[config.mk]
export PLATFORM = sky130hd
export DESIGN_NAME = controle_dispensa
export DESIGN_NICKNAME = d
export VERILOG_FILES = /design/src/rtl/controle_dispensa.sv
export SDC_FILE = /design/constraint.sdc
export NUM_CORES = 1
export LEC_CHECK = 0
export CORE_ASPECT_RATIO = 1.5
export CORE_MARGIN = 2
export CORE_UTILIZATION = 63
export DETAILED_ROUTE_END_ITERATION = 16
export DONT_BUFFER_PORTS = 1
export GPL_ROUTABILITY_DRIVEN = 1
export PLACE_DENSITY = 0.79
export SLEW_MARGIN = 10
export SYNTH_ARGS = -nofsm -noshare
export SYNTH_HDL_FRONTEND = slang
export SYNTH_SLANG_ARGS = --single-unit
export TNS_END_PERCENT = 30
[constraint.sdc]
create_clock -name clk -period 2.2 [get_ports clk]
set_input_delay 0.44 -clock clk [delete_from_list [all_inputs] [get_ports clk]]
set_output_delay 0.44 -clock clk [all_outputs]
set_load 0.1 [all_outputs]
[src/rtl/controle_dispensa.sv]
// Dispense controller: validates a row/column selection against stock and credit,
// drives the motor line, reports debit/change, then releases the digit controller with OK.
module controle_dispensa #(
  parameter int TEMPO_MOTOR = 50,
  parameter int TEMPO_ERRO  = 20,
  parameter int W_CREDITO   = 8
) (
  input  logic                 clk,
  input  logic                 rst_n,
  input  logic                 selecaoPronta,
  input  logic [1:0]           linha,
  input  logic [1:0]           coluna,
  input  logic [W_CREDITO-1:0] credito,
  input  logic [W_CREDITO-1:0] preco,
  input  logic [15:0]          estoque,
  output logic [3:0]           enderecoProduto,
  output logic [15:0]          motor,
  output logic [W_CREDITO-1:0] debito,
  output logic                 debitoValido,
  output logic [W_CREDITO-1:0] troco,
  output logic                 trocoValido,
  output logic                 semEstoque,
  output logic                 creditoInsuficiente,
  output logic                 OK,
  output logic                 ocupado
);
  localparam int TMAX = (TEMPO_MOTOR > TEMPO_ERRO) ? TEMPO_MOTOR : TEMPO_ERRO;
  localparam int CW   = $clog2(TMAX + 1);

  typedef enum logic [2:0] {ESPERA, CONSULTA, VALIDA, DISPENSA, TROCO, ERRO, CONCLUI} estado_t;

  estado_t              estado;
  logic [CW-1:0]        cnt;
  logic [W_CREDITO-1:0] precoReg, trocoReg;
  logic                 erroEstoque;

  always_ff @(posedge clk or negedge rst_n) begin
    if (!rst_n) begin
      estado          <= ESPERA;
      cnt             <= '0;
      enderecoProduto <= '0;
      precoReg        <= '0;
      trocoReg        <= '0;
      debito          <= '0;
      troco           <= '0;
      erroEstoque     <= 1'b0;
    end else begin
      case (estado)
        ESPERA: if (selecaoPronta) begin
          enderecoProduto <= {linha, coluna};
          estado          <= CONSULTA;
        end
        CONSULTA: estado <= VALIDA;
        VALIDA: begin
          // stock failure wins over a credit failure
          if (!estoque[enderecoProduto]) begin
            erroEstoque <= 1'b1;
            cnt         <= CW'(TEMPO_ERRO);
            estado      <= ERRO;
          end else if (credito < preco) begin
            erroEstoque <= 1'b0;
            cnt         <= CW'(TEMPO_ERRO);
            estado      <= ERRO;
          end else begin
            precoReg <= preco;
            trocoReg <= credito - preco;
            cnt      <= CW'(TEMPO_MOTOR);
            estado   <= DISPENSA;
          end
        end
        DISPENSA: begin
          if (cnt == CW'(1)) begin
            // debit/change outputs only move here so they hold between transactions
            debito <= precoReg;
            troco  <= trocoReg;
            estado <= TROCO;
          end else begin
            cnt <= cnt - CW'(1);
          end
        end
        TROCO: estado <= CONCLUI;
        ERRO: begin
          if (cnt == CW'(1)) estado <= CONCLUI;
          else               cnt    <= cnt - CW'(1);
        end
        CONCLUI: estado <= ESPERA;
        default: estado <= ESPERA;
      endcase
    end
  end

  assign motor               = (estado == DISPENSA) ? (16'b1 << enderecoProduto) : 16'h0000;
  assign debitoValido        = (estado == TROCO);
  assign trocoValido         = (estado == TROCO) && (trocoReg != '0);
  assign semEstoque          = (estado == ERRO) && erroEstoque;
  assign creditoInsuficiente = (estado == ERRO) && !erroEstoque;
  assign OK                  = (estado == CONCLUI);
  assign ocupado             = (estado != ESPERA);
endmodule

======== Word-level counts from Yosys, hierarchy flattened ========
Cells that the tools add are included.
storage, ports and cells
  bits in registers ....................... 46
  bits in latches ......................... 0
  memory bits (writable) .................. 0
  memory bits (read-only) ................. 0
  output and inout bits ................... 42
  memories ................................ 0
operators by class
  add/sub/neg operators ................... 2
  multiply operators ...................... 0
  div/mod/pow operators ................... 0
  order comparisons ....................... 2
  equal/unequal tests ..................... 12
  shifts and indexed selects .............. 1
  muxes and demuxes ....................... 15
  bitwise operators ....................... 1
  reduce and logical (&&, ||, !) cells .... 15
operators with widths
  kind                                                                          count
  6-bit 2-to-1 mux                                                              3
  3-bit case mux with 6 select lines                                            1
  16-bit 2-to-1 mux                                                             1
  1-bit by 4-bit << shifter with 16-bit output, first input constant            1
  3-bit 2-to-1 mux                                                              5
  6-bit case mux with 2 select lines                                            1
  3-bit equality test, second input constant                                    3
  8-bit less-than comparator                                                    1
  2-bit != test, second input constant                                          4
  2-bit AND reduction                                                           4
  8-bit nonzero test                                                            1
  8-bit subtractor                                                              1
  3-bit by 2-bit equality test with 1-bit output, second input constant         2
  6-bit by 1-bit equality test with 1-bit output, second input constant         1
  3-bit AND reduction                                                           2
  6-bit by 1-bit subtractor with 6-bit output, second input constant            1
  4-bit by 5-bit less-than comparator with 1-bit output, second input constant  1
  1-bit binary-select mux with 4-bit select                                     1
  3-bit by 1-bit equality test with 1-bit output, second input constant         1
  1-bit logical AND                                                             3
  3-bit zero test                                                               1
  1-bit 2-to-1 mux                                                              3
  3-bit nonzero test                                                            1
  2-bit by 1-bit != test with 1-bit output, second input constant               1
  4 further kinds                                                               4

======== Logic depth before layout (Yosys ltp) ========
  depth after elaboration ................. 4
  depth in mapped cells ................... 10
  mapped depth without buffers ............ 8

======== Worst setup path after synthesis ========
OpenSTA, ideal clock, no wires.
  kind .................................... reg-to-output
  start point ............................. register enderecoProduto[3]
  end point ............................... output port motor[12]
  arrival time ............................ 3379 ps
  path slack .............................. -1619 ps
  stages on the path, launching flop included .. 3
  cell sequence ........................... dfrtp_1 > nand4_1 > nor3_1
on the way
  cells in the longest elaborated chain, start to end .. 2
ends and longest elaborated chain
  element                                       line  text
  from (decl)                                   16    output logic [3:0] enderecoProduto,
  from (signal assigned)                        50    enderecoProduto <= {linha, coluna};
  1-bit by 4-bit << shifter with 16-bit output  92    assign motor = (estado == DISPENSA) ? (16'b1 << enderecoProduto) : 16'h0000;
  16-bit 2-to-1 mux                             92
  to (decl)                                     17    output logic [15:0] motor,
No other way between the ends.

======== Worst setup path after layout ========
  start point ............................. register estado[2]
  end point ............................... register precoReg[0]
on the way
  cells in the longest elaborated chain, start to end .. 2
ends and longest elaborated chain
  element                                         line  text
  from (decl)                                     32    estado_t estado;
  from (signal assigned)                          39    estado <= ESPERA;
  from (signal assigned)                          51    estado <= CONSULTA;
  from (signal assigned)                          53    CONSULTA: estado <= VALIDA;
  3-bit by 2-bit equality test with 1-bit output  48    case (estado)
  3-bit AND reduction (no source line)            -
  to (signal assigned)                            65    precoReg <= preco;
  to (decl)                                       34    logic [W_CREDITO-1:0] precoReg, trocoReg;
No other way between the ends.
A chain may end at the register's enable or synchronous reset.

==> summary.txt <==
Yosys
  • Mapped Nets: approximately 320
  • Post-synthesis mux area share: 0.1346
  • Synth Flop Type: dfrtp_1
  • Post-synth top area share: 0.4242
  • Gate Count Post-Synth: ~270
  • Main combinational cell family by area after synthesis: compound AO/OA/AOI/OAI gates
  • Synth Area in Adders: 0.05348
  • Compound-Gate Fraction of Synth Area: 0.1660
  • Cell with the most instances after synthesis: dfrtp_1
  • Ys async rst share: 1.000
  • Mapped Avg Cell Area: just over 10 µm²
  • #FFs+latches synth: 46
  • Synthesized cell area: between 2000 and 3000 µm²
  • XOR/XNOR Fraction of Synth Area: 0.01936
  • Seq/Total Area, Yosys: 0.4242
  • Synth top cells by count: dfrtp_1, o21ai_0, nor2_1, mux2_2, nand2_1
  • Post-Synth Simple-Gate Area: 0.1558
  • Number of synthesized flops with an enable pin: 0
  • Synth area leader: dfrtp_1
  • Synth area leaders: dfrtp_1, mux2_2, o21ai_0
  • Number of synthesis warnings: 0
  • Distinct cells, synth: 50

Die
  • Rows: 29
  • # IOs: 81
  • Core Area: about 4200 µm²
  • Die Ht: 84.39 µm
  • Die ar.: between 4000 and 5000 µm²
  • Die width: ~58 µm
  • Initial Util: 0.6504

Power
  • Int Pwr: about 2.4 mW
  • PD cells: ~1300 nW/µm²
  • Flop pwr share: 0.302
  • Pwr Total: about 4.7 mW
  • IR drop worst, VDD: approximately 1200 µV
  • Psw: about 2.3 mW
  • Leakage: roughly 1.6 nW
  • Power share of the clock group: 0.131
  • Combinational share of power: 0.566
  • Switching Share: 0.4882

Setup path
  • WP buf/inv: 1
  • Critical Path Stages: 6
  • Cells on worst reg2reg path: 6
  • Crit-path slowest cell: nor2b_1
  • Crit path launch: estado[2]
  • CP max stage delay: approximately 460 ps
  • End point of the critical path: precoReg[0]
  • R2R Setup Slk: 40 ps
  • Worst path required time: roughly 2400 ps
  • Crit-path cells: nor2b_4 > nor2b_1 > o311ai_2 > buf_4 > nor2_1 > mux2_2
  • Critical Path AT: approximately 2300 ps
  • Worst Path Max Fanout: 7
  • CP endpoint kind: flip-flop
  • Startpoint types: flip-flop
  • Critical path class: flip-flop to flip-flop
  • Worst flop-to-flop path endpoint: precoReg[0]
  • R2r startpoint: estado[2]
  • Crit path max-delay family: simple AND/OR/NAND/NOR gates

Place
  • Routability cong.: just under 0.9
  • Post-Place Worst Slack: -218.5 ps
  • # placed instances: 358
  • Number of port buffers: 0
  • Hpwl dp: about 5900 µm

Routing
  • Routed vias: roughly 2400
  • Final WL: 7727 µm
  • Vias per cell: between 6 and 7
  • Routed len/inst: between 20 and 25 µm
  • First-pass DRT Iterations: 4
  • DRC: 0
  • DRT antenna net count: 0
  • DRT iter0 DRCs: between 150 and 200

Clock network
  • CTS tree: built
  • CTS Buf Count: 5
  • Post-CTS setup buffers: 0
  • # clock sinks: 46
  • CTS Buffer Depth: 2
  • H-tree depth: 2
  • Root buffer cell: clkbuf_8
  • Clock transition at the registers of the reported paths: 90 ps
  • Clk Latency, worst-skew pair: 300 ps

Finish
  • FILL cells: approximately 170
  • Layout cells sized above 1: 0.4193
  • Final cell count without fillers: 368
  • Antenna diodes: 0
  • Area grow syn2layout: 36.51%
  • Fin nets: about 370

Timing
  • Worst slew margin: 0.3725
  • Hold_ws: 282.0 ps
  • Setup ws final: 37.68 ps
  • Endpoints failing setup: 0
  • Setup TNS Final: 0 ps
  • Period minus WS final: 2162 ps
  • Fmax: around 460 MHz
  • Max Slew Vio Count: 0
  • Unrepaired setup endpoints after global routing: true
  • Transition time of the tightest slew-check pin: roughly 940 ps
  • Fin crit share: 0.9829
  • Final hold violation count: 0
  • Setup Skew: 12.33 ps

Global routing
  • First-pass GRT wire length: ~12000 µm
  • Vias in the first global route: about 2400
  • GRT Resource Usage Total: 0.3380
  • Largest net degree at the start of global routing: 47
  • Grt total ovfl: 0
  • Initial antenna violation count: 0

Flow run
  • Number of max-cap violations: 0

Worst hold path
  • Worst Hold Class: input pin to flip-flop

Outcome
  • Outcome: finished clean
-- placed cells by master (no fill, tap or decap), drive strengths merged, types with 4 or more instances in the layout --
cell type  netlist  layout
clkbuf           6       6
or3              4       4
dfrtp           46      46
nand2           15      15
mux4             4       4
ha              10      10
mux2            21      21
o21a             5       5
inv             14      14
nor4             4       4
a21oi            4       4
buf              6      60
xor2             5       5
nor2            26      26
o21ai           35      35
nand2b           8       8
nor2b            5       5
nor3             6       6
-- power by group through the flow --
stage               registers, mW  logic (mW)  clock network [mW]
global route                 1.46        2.84               0.659
global placement             1.39        2.47                   0
finish                       1.43        2.68               0.623
CTS                          1.42        2.64               0.624
detailed placement           1.43        2.57                   0
floorplan                    1.59        1.63                   0
-- per-layer routing --
layer  GRT usage  part of all wire
met5           0                 0
met1      0.3779              0.35
met4      0.1332             0.030
met3     0.06009             0.051
met2      0.6167              0.57
-- flip-flops by register name, summed over array words and instances, names as in the netlist --
| name | count |
|---|---|
| cnt | 6 |
| debito | 8 |
| enderecoProduto | 4 |
| erroEstoque | 1 |
| estado | 3 |
| precoReg | 8 |
| troco | 8 |
| trocoReg | 8 |
-- stage by stage --
stage               utilization  cell area [µm²]
CTS                      0.8864             3699
global placement         0.8480             3538
global route             0.8879             3705
finish                   0.8879             3705
detailed placement       0.8480             3538
floorplan                     -             2887
-- what timing repair did --
item,4_1_cts,5_1_grt
gates resized for setup,4,12
endpoints found under the hold margin,46,0
hold buffers,2,0
setup endpoints to repair,33,16
-- final cells by class --
type                            instances  area, µm²  share of cell area
Timing Repair Buffer                   61      705.7              0.1905
Clock inverter                          2      37.54             0.01013
Inverter                               14      55.05             0.01486
Clock buffer                            6      72.57             0.01959
Sequential cell                        46       1167              0.3151
Tap cell                               46      57.56             0.01554
Multi-Input combinational cell        193       1609              0.4343
-- logic make-up after synthesis --
kind of cell             after synthesis
XOR/XNOR                               6
AO/OA/AOI/OAI                         66
multiplexers                          27
adder cells (fa/ha/maj)               11
flip-flops                            46
AND/OR/NAND/NOR                       83
buffers and inverters                 26
-- how the worst min path moves through the flow --
stage / from / end / slack (ps) / cells past startpoint
after floorplan: rst_n / cnt[0] / 140 / 0
after global placement: rst_n / debito[1] / 150 / 0
after detailed placement: rst_n / troco[4] / 150 / 0
after CTS: linha[1] / enderecoProduto[3] / 280 / 1
after global routing: coluna[1] / enderecoProduto[1] / 290 / 1
final: linha[1] / enderecoProduto[3] / 280 / 1
Power figures use the tool's default switching activity.
